## src/rtl/exec_pkg.sv

```systemverilog
// Shared execution-stage definitions: mul/div op codes, iteration FSM encoding
// and small op-classification helpers used by the ALU control decoder as well.
package exec_pkg;

  localparam logic [2:0] OP_MULT  = 3'd0;
  localparam logic [2:0] OP_MULTU = 3'd1;
  localparam logic [2:0] OP_DIV   = 3'd2;
  localparam logic [2:0] OP_DIVU  = 3'd3;
  localparam logic [2:0] OP_MADD  = 3'd4;
  localparam logic [2:0] OP_MSUB  = 3'd5;
  localparam logic [2:0] OP_MTHI  = 3'd6;
  localparam logic [2:0] OP_MTLO  = 3'd7;

  localparam logic [1:0] ST_IDLE = 2'd0;
  localparam logic [1:0] ST_RUN  = 2'd1;
  localparam logic [1:0] ST_FIX  = 2'd2;

  function automatic logic isDivOp(input logic [2:0] op);
    return (op == OP_DIV) || (op == OP_DIVU);
  endfunction

  function automatic logic isSignedOp(input logic [2:0] op);
    return (op == OP_MULT) || (op == OP_DIV) || (op == OP_MADD) || (op == OP_MSUB);
  endfunction

endpackage

```

## src/rtl/muldiv_iter_datapath.sv

```systemverilog
// One radix-2 iteration on a 2*WIDTH accumulator: shift-add multiply
// (multiplier in the low half, LSB first) or restoring shift-subtract divide.
module muldiv_iter_datapath #(
  parameter int WIDTH = 32
) (
  input  logic                 divMode,
  input  logic [2*WIDTH-1:0]   accIn,
  input  logic [WIDTH-1:0]     operand,
  output logic [2*WIDTH-1:0]   accOut
);

  logic [WIDTH:0] sum_s;
  logic [WIDTH:0] trial_s;

  // Single iteration step; the partial remainder needs WIDTH+1 bits after the shift
  always_comb begin
    sum_s   = {1'b0, accIn[2*WIDTH-1:WIDTH]} + {1'b0, operand};
    trial_s = accIn[2*WIDTH-1:WIDTH-1] - {1'b0, operand};
    accOut  = {1'b0, accIn[2*WIDTH-1:1]};
    if (divMode) begin
      if (!trial_s[WIDTH]) begin
        accOut = {trial_s[WIDTH-1:0], accIn[WIDTH-2:0], 1'b1};
      end else begin
        accOut = {accIn[2*WIDTH-2:0], 1'b0};
      end
    end else begin
      if (accIn[0]) begin
        accOut = {sum_s, accIn[WIDTH-1:1]};
      end else begin
        accOut = {1'b0, accIn[2*WIDTH-1:1]};
      end
    end
  end

endmodule

```

## src/rtl/exec_muldiv_unit.sv

```systemverilog
// Iterative multiply/divide unit with architectural HI/LO registers and a
// Start/Busy/Done handshake; operands are iterated as magnitudes, signs fixed at the end.
module exec_muldiv_unit
  import exec_pkg::*;
#(
  parameter int WIDTH = 32
) (
  input  logic             Clk,
  input  logic             Rst,
  input  logic             Start,
  input  logic [2:0]       Op,
  input  logic [WIDTH-1:0] OperandA,
  input  logic [WIDTH-1:0] OperandB,
  input  logic             Flush,
  output logic             Busy,
  output logic             Done,
  output logic             DivByZero,
  output logic [WIDTH-1:0] Hi,
  output logic [WIDTH-1:0] Lo
);

  localparam int CW = $clog2(WIDTH);
  localparam logic [CW-1:0] LAST_CNT = CW'(WIDTH - 1);
  localparam logic [CW-1:0] CNT_ONE  = {{(CW-1){1'b0}}, 1'b1};

  logic [1:0]         state_r;
  logic [2:0]         op_r;
  logic [2*WIDTH-1:0] acc_r;
  logic [WIDTH-1:0]   operand_r;
  logic [CW-1:0]      count_r;
  logic               negLo_r, negHi_r, divZero_r;
  logic [WIDTH-1:0]   hi_r, lo_r;
  logic               busy_r, done_r, dbz_r;

  logic               accept_s, signedOp_s;
  logic [WIDTH-1:0]   magA_s, magB_s, quot_s, rem_s;
  logic [2*WIDTH-1:0] stepAcc_s, prod_s, fixHiLo_s;

  muldiv_iter_datapath #(.WIDTH(WIDTH)) u_iter (
    .divMode (isDivOp(op_r)),
    .accIn   (acc_r),
    .operand (operand_r),
    .accOut  (stepAcc_s)
  );

  // Operand magnitudes for acceptance; Flush beats Start
  always_comb begin
    accept_s   = Start && !busy_r && !Flush;
    signedOp_s = isSignedOp(Op);
    if (signedOp_s && OperandA[WIDTH-1]) begin
      magA_s = -OperandA;
    end else begin
      magA_s = OperandA;
    end
    if (signedOp_s && OperandB[WIDTH-1]) begin
      magB_s = -OperandB;
    end else begin
      magB_s = OperandB;
    end
  end

  // Sign correction and accumulation applied in FIX
  always_comb begin
    prod_s = negLo_r ? -acc_r : acc_r;
    quot_s = negLo_r ? -acc_r[WIDTH-1:0] : acc_r[WIDTH-1:0];
    rem_s  = negHi_r ? -acc_r[2*WIDTH-1:WIDTH] : acc_r[2*WIDTH-1:WIDTH];
    case (op_r)
      OP_MADD: fixHiLo_s = {hi_r, lo_r} + prod_s;
      OP_MSUB: fixHiLo_s = {hi_r, lo_r} - prod_s;
      OP_DIV, OP_DIVU: begin
        if (divZero_r) begin
          fixHiLo_s = acc_r;
        end else begin
          fixHiLo_s = {rem_s, quot_s};
        end
      end
      default: fixHiLo_s = prod_s;
    endcase
  end

  // FSM, iteration registers and architectural HI/LO
  always_ff @(posedge Clk or negedge Rst) begin
    if (!Rst) begin
      state_r   <= ST_IDLE;
      op_r      <= OP_MULT;
      acc_r     <= {(2*WIDTH){1'b0}};
      operand_r <= {WIDTH{1'b0}};
      count_r   <= {CW{1'b0}};
      negLo_r   <= 1'b0;
      negHi_r   <= 1'b0;
      divZero_r <= 1'b0;
      hi_r      <= {WIDTH{1'b0}};
      lo_r      <= {WIDTH{1'b0}};
      busy_r    <= 1'b0;
      done_r    <= 1'b0;
      dbz_r     <= 1'b0;
    end else begin
      done_r <= 1'b0;
      case (state_r)
        ST_IDLE: begin
          if (accept_s) begin
            dbz_r <= 1'b0;
            case (Op)
              OP_MTHI: begin
                hi_r   <= OperandA;
                done_r <= 1'b1;
              end
              OP_MTLO: begin
                lo_r   <= OperandA;
                done_r <= 1'b1;
              end
              default: begin
                op_r    <= Op;
                count_r <= {CW{1'b0}};
                busy_r  <= 1'b1;
                negLo_r <= signedOp_s && (OperandA[WIDTH-1] ^ OperandB[WIDTH-1]);
                negHi_r <= signedOp_s && OperandA[WIDTH-1];
                if (isDivOp(Op) && (OperandB == {WIDTH{1'b0}})) begin
                  // Raw dividend and all-ones quotient go straight to HI/LO
                  divZero_r <= 1'b1;
                  acc_r     <= {OperandA, {WIDTH{1'b1}}};
                  state_r   <= ST_FIX;
                end else if (isDivOp(Op)) begin
                  divZero_r <= 1'b0;
                  acc_r     <= {{WIDTH{1'b0}}, magA_s};
                  operand_r <= magB_s;
                  state_r   <= ST_RUN;
                end else begin
                  divZero_r <= 1'b0;
                  acc_r     <= {{WIDTH{1'b0}}, magB_s};
                  operand_r <= magA_s;
                  state_r   <= ST_RUN;
                end
              end
            endcase
          end
        end
        ST_RUN: begin
          if (Flush) begin
            state_r <= ST_IDLE;
            busy_r  <= 1'b0;
          end else begin
            acc_r   <= stepAcc_s;
            count_r <= count_r + CNT_ONE;
            if (count_r == LAST_CNT) begin
              state_r <= ST_FIX;
            end
          end
        end
        ST_FIX: begin
          if (Flush) begin
            state_r <= ST_IDLE;
            busy_r  <= 1'b0;
          end else begin
            {hi_r, lo_r} <= fixHiLo_s;
            dbz_r        <= divZero_r;
            done_r       <= 1'b1;
            busy_r       <= 1'b0;
            state_r      <= ST_IDLE;
          end
        end
        default: begin
          state_r <= ST_IDLE;
          busy_r  <= 1'b0;
        end
      endcase
    end
  end

  assign Busy      = busy_r;
  assign Done      = done_r;
  assign DivByZero = dbz_r;
  assign Hi        = hi_r;
  assign Lo        = lo_r;

endmodule

```

## config.mk

```make
export PLATFORM = sky130hd
export DESIGN_NAME = exec_muldiv_unit
export DESIGN_NICKNAME = d
export VERILOG_FILES = /design/src/rtl/exec_pkg.sv /design/src/rtl/muldiv_iter_datapath.sv /design/src/rtl/exec_muldiv_unit.sv
export SDC_FILE = /design/constraint.sdc
export NUM_CORES = 1
export LEC_CHECK = 0
export BUFFER_PORTS_ARGS = -buffer_cell sky130_fd_sc_hd__buf_2
export CAP_MARGIN = 5
export CORE_MARGIN = 2
export CORE_UTILIZATION = 37
export DETAILED_ROUTE_END_ITERATION = 7
export PLACE_DENSITY = 0.64
export SLEW_MARGIN = 30
export SYNTH_ARGS = -nofsm -noshare
export SYNTH_HDL_FRONTEND = slang
export SYNTH_SLANG_ARGS = --single-unit
```

## constraint.sdc

```tcl
create_clock -name Clk -period 5.8 [get_ports Clk]
set_clock_uncertainty 0.15 [all_clocks]
set_input_delay 0.58 -clock Clk [delete_from_list [all_inputs] [get_ports Clk]]
set_output_delay 0.58 -clock Clk [all_outputs]
set_load 0.01 [all_outputs]
```

Word-level counts from Yosys, hierarchy flattened:

Index checks and enable logic that the tools add are counted.

* flip-flop bits (word level): 176
* bits of input ports: 71
* output and inout port bits: 67

* $add $sub $neg: 10
* equality and inequality tests: 21
* mux-type cells: 47
* bitwise gates (word level): 3
* reduce and logical (&&, ||, !) cells: 28

Operator list (number)
* 64-bit 2-to-1 mux: 9
* 32-bit 2-to-1 mux: 12
* 64-bit one-hot mux with 3 select lines: 1
* 32-bit negator: 4
* 32-bit one-hot mux with 2 select lines: 2
* 64-bit one-hot mux with 2 select lines: 1
* 64-bit adder: 1
* 64-bit negator: 1
* 64-bit subtractor: 1
* 32-bit by 32-bit adder with 33-bit output: 1
* 33-bit by 32-bit subtractor with 33-bit output: 1
* 32-bit logical NOT: 1
* 3-bit == test (second input constant): 6
* 4-bit AND reduction: 4
* 5-bit 2-to-1 mux: 3
* 3-bit by 2-bit == test with 1-bit output (second input constant): 4
* 3-bit AND reduction: 4
* 2-bit 2-to-1 mux: 5
* 2-bit inequality test (second input constant): 5
* 5-bit one-hot mux with 2 select lines: 1
* 1-bit 2-to-1 mux: 9
* 1-bit logical AND: 6
* 1-bit one-hot mux with 2 select lines: 3
* 5-bit by 1-bit adder with 5-bit output (second input constant): 1
* other kinds (14): 23

Depth between registers and ports, before layout:

Gate-level depths: netlist (run 1).

* depth in word-level cells: 11
* mapped depth: 25
* gate-level depth less buffers: 24

Modules after synthesis:

A second synthesis (run 1) with hierarchy kept.

* cells, all modules: 3370
* area, all modules: 23846.6 µm²

By module, submodules not included
* exec_muldiv_unit: times used 1, cells each 2664, area each 19048.3 µm², seq. area each 4404.2 µm²
* muldiv_iter_datapath: times used 1, cells each 706, area each 4798.4 µm², seq. area each 0.0 µm²

Worst setup path after synthesis (run 1):

Ideal clock, no wire load.

* kind: reg-to-reg
* from: register acc_r[0]
* to: register hi_r[15], in the netlist Hi[15]
* setup time: 0.127 ns
* arrival: 5.908 ns
* required time: 5.523 ns
* path slack: -0.386 ns
* stages on the path, launching flop included: 24
* buffers on the path: 1
* path through: dfrtp_1 -> buf_2 -> clkinv_1 -> ha_1 -> nor3b_2 -> nand2_1 -> a2111oi_0 -> nand4b_1 -> nand3b_1 -> nor2_1 -> a21oi_1 -> xnor2_1 -> ha_1 -> a21o_1 -> a21o_1 -> a21oi_1 -> a21oi_1 -> a211o_1 -> or3b_2 -> o21ai_0 -> o221ai_1 -> a21boi_0 -> mux2i_1 -> nand3_1

* cells in the longest elaborated chain, start to end: 6
* elaborated cells between the ends (all ways): 7
* those cells by class: add/sub (3); mux (4)

RTL lines
* from (decl): line exec_muldiv_unit.sv:28 `logic [2*WIDTH-1:0] acc_r;`
* from (signal assigned): line exec_muldiv_unit.sv:86 `acc_r <= {(2*WIDTH){1'b0}};`
* from (signal assigned): line exec_muldiv_unit.sv:121 `acc_r <= {OperandA, {WIDTH{1'b1}}};`
* from (signal assigned): line exec_muldiv_unit.sv:125 `acc_r <= {{WIDTH{1'b0}}, magA_s};`
* 64-bit negator: line exec_muldiv_unit.sv:64 `prod_s = negLo_r ? -acc_r : acc_r;`
* 64-bit 2-to-1 mux *: line exec_muldiv_unit.sv:64
* 64-bit subtractor / 64-bit adder (equally long branches): line exec_muldiv_unit.sv:69, exec_muldiv_unit.sv:68
* 64-bit one-hot mux with 3 select lines *: line exec_muldiv_unit.sv:67 `case (op_r)`
* 32-bit 2-to-1 mux *: line exec_muldiv_unit.sv:151 `if (Flush) begin`
* 32-bit one-hot mux with 2 select lines *: line exec_muldiv_unit.sv:99 `case (state_r)`
* to (signal assigned): line exec_muldiv_unit.sv:92 `hi_r <= {WIDTH{1'b0}};`
* to (signal assigned): line exec_muldiv_unit.sv:105 `hi_r <= OperandA;`
* to (signal assigned): line exec_muldiv_unit.sv:155 `{hi_r, lo_r} <= fixHiLo_s;`
* to (decl): line exec_muldiv_unit.sv:32 `logic [WIDTH-1:0] hi_r, lo_r;`

Mark *: on every way between the ends. The rest lies on a longest branch, timed or not. The select of a mux whose other input is x is not followed.
A chain may end at the register's enable or synchronous reset.

Worst setup path in the final report (run 1):

* from: register acc_r[10]
* to: register hi_r[15], in the netlist Hi[15]

The elaborated chain is that of the path after synthesis.

==> results of run 1 <==
==> path summary, 6_finish.rpt <==
check	from	end	slack (ps)	depth (start not counted)
setup / recovery	acc_r[10]	Hi[15]	30	22
hold / removal	Op[0]	op_r[0]	220	3
setup reg to reg	acc_r[10]	Hi[15]	30	22
hold reg to reg	count_r[0]	count_r[0]	360	1
max in group asynchronous	Rst	op_r[2]	3920	3
min in group asynchronous	Rst	operand_r[15]	480	2
==> through the flow <==
step	area [µm²]	setup slack [ps]
4_1_cts	26800	-30.1
5_1_grt	27300	-303
6_report	27300	33.8
3_5_place_dp	26100	-190
2_1_floorplan	22900	14.4
3_3_place_gp	26100	-93.0
==> Yosys cell counts (39+ instances only) <==
master	number	area (µm²)
a211oi_1	44	330
nand3_1	71	355
ha_1	134	1680
a21o_1	91	683
nand2_1	365	1370
o31ai_1	68	510
nand4_1	39	244
mux2i_1	45	450
nor3_1	53	265
nor2_1	271	1020
clkbuf_1	199	747
a21oi_1	332	1660
o21ai_0	289	1450
xnor2_1	175	1530
dfrtp_1	176	4400
inv_1	79	297
xor2_1	158	1380
==> worst register-to-register path, delay by kind of cell, from the launching register on <==
family / cells / cell delay (ps)
AO/OA/AOI/OAI: 8 / 1710
AND/OR/NAND/NOR: 7 / 1950
buffers and inverters: 3 / 510
flip-flops: 1 / 440
adder cells (fa/ha/maj): 1 / 320
XOR/XNOR: 2 / 340
multiplexers: 1 / 220
==> where the power goes <==
part	internal, mW	leakage (nW)	switching, mW
Clock	0.622	0.296	0.669
Combinational	6.94	9.44	9.25
Sequential	1.71	2.24	0.751
Total	9.27	12.0	10.7
==> kinds of logic (layout without fill, tap and decap cells) <==
group / after synthesis / in the layout
compound gates: 1104 / 1104
other cells: 0 / 2
fa+ha+maj: 137 / 137
buf+inv: 324 / 590
xor+xnor: 334 / 334
simple gates: 1018 / 1018
mux: 60 / 60
flops: 176 / 176
==> final cells by class <==
type	count	area, µm²	area share (%)
clock buffers	17	425	1.56
flip-flops and latches	176	4410	16.1
well taps	790	988	3.61
inverters	81	304	1.11
multi-input cells	2653	17700	64.8
diodes	2	5.00	0.0183
repair buffers	477	3310	12.1
clock inverters	15	189	0.691
==> repair_timing <==
action / in CTS / in global routing
endpoints found under the hold margin: 71 / 0
resized for setup: 13 / 112
hold buffers: 1 / 0
pin swaps: 5 / 47
endpoints found under the setup margin: 12 / 33
buffers inserted: 2 / 10
==> registers in the layout, summed over array words and instances, names as in the netlist <==
| signal | count |
|---|---|
| negHi_r | 1 |
| Hi | 32 |
| Busy | 1 |
| negLo_r | 1 |
| op_r | 3 |
| Done | 1 |
| state_r | 2 |
| acc_r | 64 |
| divZero_r | 1 |
| count_r | 5 |
| DivByZero | 1 |
| Lo | 32 |
| operand_r | 32 |
==> metal layers <==
layer | wire length [µm] | part of all wire [%] | vias to the layer above
met5 | 24 | 0.025 | -
met4 | 4140 | 4.4 | 4
met3 | 9390 | 9.9 | 201
met2 | 39300 | 41 | 1294
met1 | 41900 | 44 | 11893
li1 | - | - | 11985
==> results.cfg, run 1 <==
[routing]
drt-total-wl_mm = 94.8
drc_errors = 0
post_drt_wl_per_cell_um = 22.5
antenna_left = 0
drtIter0Drc = 2863
first_pass_iters = 6
vias = 25377
viasPerCell = 6.03

[yosys]
ys.flop_type = dfrtp_1
synth_cells = 3153
synth_area_per_cell_um2 = 7.24
ys_ff_latch = 176
synth_xor_area_share_pct = 12.8
yosysUniqueCellTypes = 94
syn-num-nets = 3361
synth_fa_ha_area_share_pct = 7.61
synth_mux_area_share_pct = 2.71
synth_compound_gate_area_share_pct = 30.5
synth_warnings = 0
synth_edf_count = 0
synth_area_um2 = 22800
synthSimpleGateAreaFrac_pct = 21.2
synth_top_family_by_area = compound AO/OA/AOI/OAI gates
ys_seq_area_share_pct = 19.3
postSynth.asyncResetShare_pct = 100

[layout]
drive_above_1_share_pct = 19.5
fillers = 6212
stdcell_count = 4211
mostFrequentLayoutCell = nand2_1
final_cell_mix = nand2_1, buf_4, a21oi_1
nets = 3614
final_core_util_pct = 44.6
area_growth_pct = 19.8

[flow_run]
drv_cap = 0

[setup_path]
cp_common_cell = buf_4
path_class = flop to flop
cp_max_fo = 5
endpoint_kind = flop
worstSetupStartpointType = flop
cp_slowest_cell = or4_1
cp_num_buf_inv = 3
cp.arrival_ps = 6010
cp_top_family = simple AND/OR/NAND/NOR gates
path_cells = or4_1 > o41ai_1 > buf_4 > xnor2_1 > and4_4 > nand3b_1 > buf_4 > buf_4 > nor4_2 > nor2_1 > xnor2_1 > ha_1 > a21o_1 > a21oi_1 > o21bai_1 > a211o_1 > or3b_2 > o21ai_4 > o221ai_2 > a21boi_0 > mux2i_1 > nand3_1
crit_required_ps = 6050
slowest_delay_ps = 660

[timing]
final.setup.tns_ps = 0
max_slew_margin_pct = 40.8
final_max_slew_viol_count = 0
tightestPinTransition_ps = 875
setup_violations = 0
rsz0062_at_grt = true
holdWs_ps = 220
post-route-period-util_pct = 99.4
fmax_mhz = 173
fin_crit_ps = 5770
hold_violations = 0

[global_routing]
grt_max_degree = 106
grt_pass1_wl_mm = 141
busiest_layer = met2
use_met1_pct = 40.9
antenna_found_initial = 4
grt.overflow.total = 0
gr-usage-met3_pct = 6.67
grt_pass1_vias = 22973
grtUsageMet2_pct = 42.7
track_usage_pct = 29.2

[power]
p_per_area_nw_per_um2 = 729
peakVddDrop_mv = 0.387
power.total_mw = 19.9
leakage_nw = 12.0

[min_path]
holdCritPathClass = input port to flop

[placement]
numPortBuffers = 137
hpwl_mm = 73.5
gp_congestion = 0.968
dp.cells = 4164

[clocking]
cts_buffers = 17
cts_tree = yes
cts.clk_slew.worst_paths_ps = 80
htreeDepth = 4
insertion_delay_ps = 520
clockRootBuffer = clkbuf_16
cts.sinks = 176
cts.path.max_buffers = 2

[die]
pin_count = 138
coreArea_um2 = 61400
start_util_pct = 37.2
die_h_um = 252
die-area_um2 = 63700
num_rows = 91
die_w_um = 252

[run_status]
status = complete, no violations
Note: power is estimated with default switching activity, not from simulation.
==> run 2: changes to the inputs <==
--- a/config.mk
+++ b/config.mk
@@ -10,8 +10,10 @@
 export CORE_MARGIN = 2
 export CORE_UTILIZATION = 37
 export DETAILED_ROUTE_END_ITERATION = 7
-export PLACE_DENSITY = 0.64
+export GPL_TIMING_DRIVEN = 0
+export PLACE_DENSITY = 0.62
 export SLEW_MARGIN = 30
 export SYNTH_ARGS = -nofsm -noshare
 export SYNTH_HDL_FRONTEND = slang
+export SYNTH_HIERARCHICAL = 1
 export SYNTH_SLANG_ARGS = --single-unit
==> constraint.sdc (replaced) <==
create_clock -name Clk -period 7.5 [get_ports Clk]
set_clock_uncertainty 0.15 [all_clocks]
set_input_delay 0.75 -clock Clk [delete_from_list [all_inputs] [get_ports Clk]]
set_output_delay 0.75 -clock Clk [all_outputs]
set_load 0.01 [all_outputs]
==> results.cfg, run 2 <==
[run_status]
status = finished with violations
violations = negative hold slack

[yosys]
yosys-top-cells-count = nand2_1, nor2_1, a21oi_1, o21ai_0, clkbuf_1
yosysUniqueCellTypes = 93
synthTopCellsByArea = dfrtp_1, ha_1, xnor2_1
ys_seq_area_share_pct = 18.5
ys.flop_type = dfrtp_1
synth_top_area_share_pct = 18.5
syn-num-nets = 3578
synth_area_per_cell_um2 = 7.08
synth_warnings = 6
yosysTopAreaCell = dfrtp_1
synth_area_um2 = 23800
postSynth.asyncResetShare_pct = 100
synth_edf_count = 0
ys_ff_latch = 176
yosysMostFrequentCell = nand2_1
synth_cells = 3370

[timing]
max_slew_margin_pct = 28.9
tightestPinTransition_ps = 1070
finalWorstSetupSlack_ps = 186
setup_violations = 0
holdWs_ps = -8.32
final_max_slew_viol_count = 0
post-route-period-util_pct = 97.5
fin_crit_ps = 7310
final.setup.tns_ps = 0
hold_violations = 3
fmax_mhz = 137

[setup_path]
cp.arrival_ps = 7510
rr_endpoint = Hi[23]
crit_required_ps = 7700
path_class = flop to flop
critPathLaunch = acc_r[0]
rr_worst_depth = 22
r2r_start = acc_r[0]
rrSetupSlack_ps = 190
endpoint_kind = flop
crit_end = Hi[23]
worstSetupStartpointType = flop
cp_max_fo = 9

[global_routing]
grt_pass1_vias = 24977
antenna_found_initial = 8
grt_pass1_wl_mm = 164
track_usage_pct = 32.8
grt.overflow.total = 0
grt_max_degree = 66

[routing]
viasPerCell = 6.19
drt-total-wl_mm = 113
antenna_left = 0
drc_errors = 0
post_drt_wl_per_cell_um = 25.6
drtIter0Drc = 3598
vias = 27207
first_pass_iters = 6

[clocking]
clockRootBuffer = clkbuf_16
cts_tree = yes
cts.sinks = 176
htreeDepth = 4
cts-hold-fix-buffers = 0
cts.clk_slew.worst_paths_ps = 90
cts.path.max_buffers = 2
insertion_delay_ps = 510
cts_buffers = 17

[die]
coreArea_um2 = 64100
die_w_um = 258
start_util_pct = 37.2
num_rows = 93
die-area_um2 = 66500
pin_count = 138
die_h_um = 258

[layout]
drive_above_1_share_pct = 9.32
largest-register = acc_r
ff_latch_area_um2 = 4400
multi_input_area_um2 = 18300
mostFrequentLayoutCell = nand2_1
area_growth_pct = 11.6
nets = 3734
fillers = 6824
final_cell_mix = nand2_1, nor2_1, a21oi_1
design_area_um2 = 26600
largest_reg_flops = 64

[placement]
placed_area_um2 = 25700
numPortBuffers = 134
hpwl_mm = 91.1
gp_congestion = 1.00
pre_cts_slack_ps = -1310

[min_path]
holdCritPathClass = input port to asynchronous set/reset pin

[flow_run]
drv_cap = 0
==> run 2: cell count changes after synthesis, sizes merged, moves of 28 or more <==
cell | before | now
nand2 | 365 | 416
a31oi | 34 | 76
a21o | 92 | 53
inv | 79 | 115
nor2 | 272 | 306
a21oi | 332 | 304
==> run 2: cell type report <==
cell class / count / area share (%)
Multi-Input combinational cell: 2825 / 68.9
Sequential cell: 176 / 16.6
Tap cell: 855 / 4.02
Buffer: 242 / 3.60
Timing Repair Buffer: 147 / 3.06
Clock buffer: 18 / 1.65
Inverter: 117 / 1.65
Clock inverter: 14 / 0.550
Antenna cell: 4 / 0.0376
==> run 2: cell families after synthesis <==
family,count (synthesis),share of synthesized area [%]
AOI/OAI and AO/OA,1112,29.6
xor gates and xnor gates,330,12.1
adders and majority gates,137,7.28
buffers and inverters,369,5.98
DFF,176,18.5
muxes,78,3.45
and+or+nand+nor,1168,23.1
==> run 2: worst min path at each step <==
stage / slack, ps / to / startpoint
CTS: 20 / operand_r[9] / Rst
detailed placement: 320 / count_r[4] / count_r[4]
floorplan: 300 / Busy / Rst
global route: 50 / operand_r[11] / Rst
finish: -8 / operand_r[9] / Rst
global placement: 310 / count_r[4] / count_r[4]
==> run 2: per-layer routing <==
| layer | part of all wire, % | wire length, µm | GRT usage [%] |
|---|---|---|---|
| met5 | 0.028 | 32 | 0 |
| met4 | 4.7 | 5270 | 13.9 |
| met3 | 10 | 11600 | 6.81 |
| met2 | 42 | 47500 | 49.3 |
| met1 | 43 | 48300 | 45.3 |
==> run 2: worst max-delay path, cell delays in order, from the launching register on <==
cell	delay, ps
dfrtp_1	500
clkbuf_2	230
or4_1	680
nor4_1	710
a41o_1	290
xnor2_1	200
or4b_4	560
nor4_4	240
and2_1	300
a21oi_1	110
xor2_1	310
ha_1	290
clkbuf_1	220
a21oi_1	290
o21ai_0	160
a21oi_1	190
o21ai_0	170
a2111oi_2	580
o221ai_2	310
a21oi_1	190
a31oi_1	60
o21ai_1	220
o311ai_0	180
==> run 2: through the flow <==
stage | cells | utilization (%)
after floorplan | 3370 | -
after global placement | 4359 | 39.9
after detailed placement | 4363 | 40.0
after CTS | 4399 | 41.2
after global routing | 4396 | 41.5
final | 4398 | 41.5
==> run 2: timing repair <==
item                       CTS  global route
pin swaps                    4             4
cloned                       0             0
setup endpoints to repair   40            32
buffers inserted             5             4
gates resized for setup     25            39
Power of run 2 is left out: the tool's default activity adds up to more than one toggle a clock period on the data nets, which glitch-free logic cannot reach.
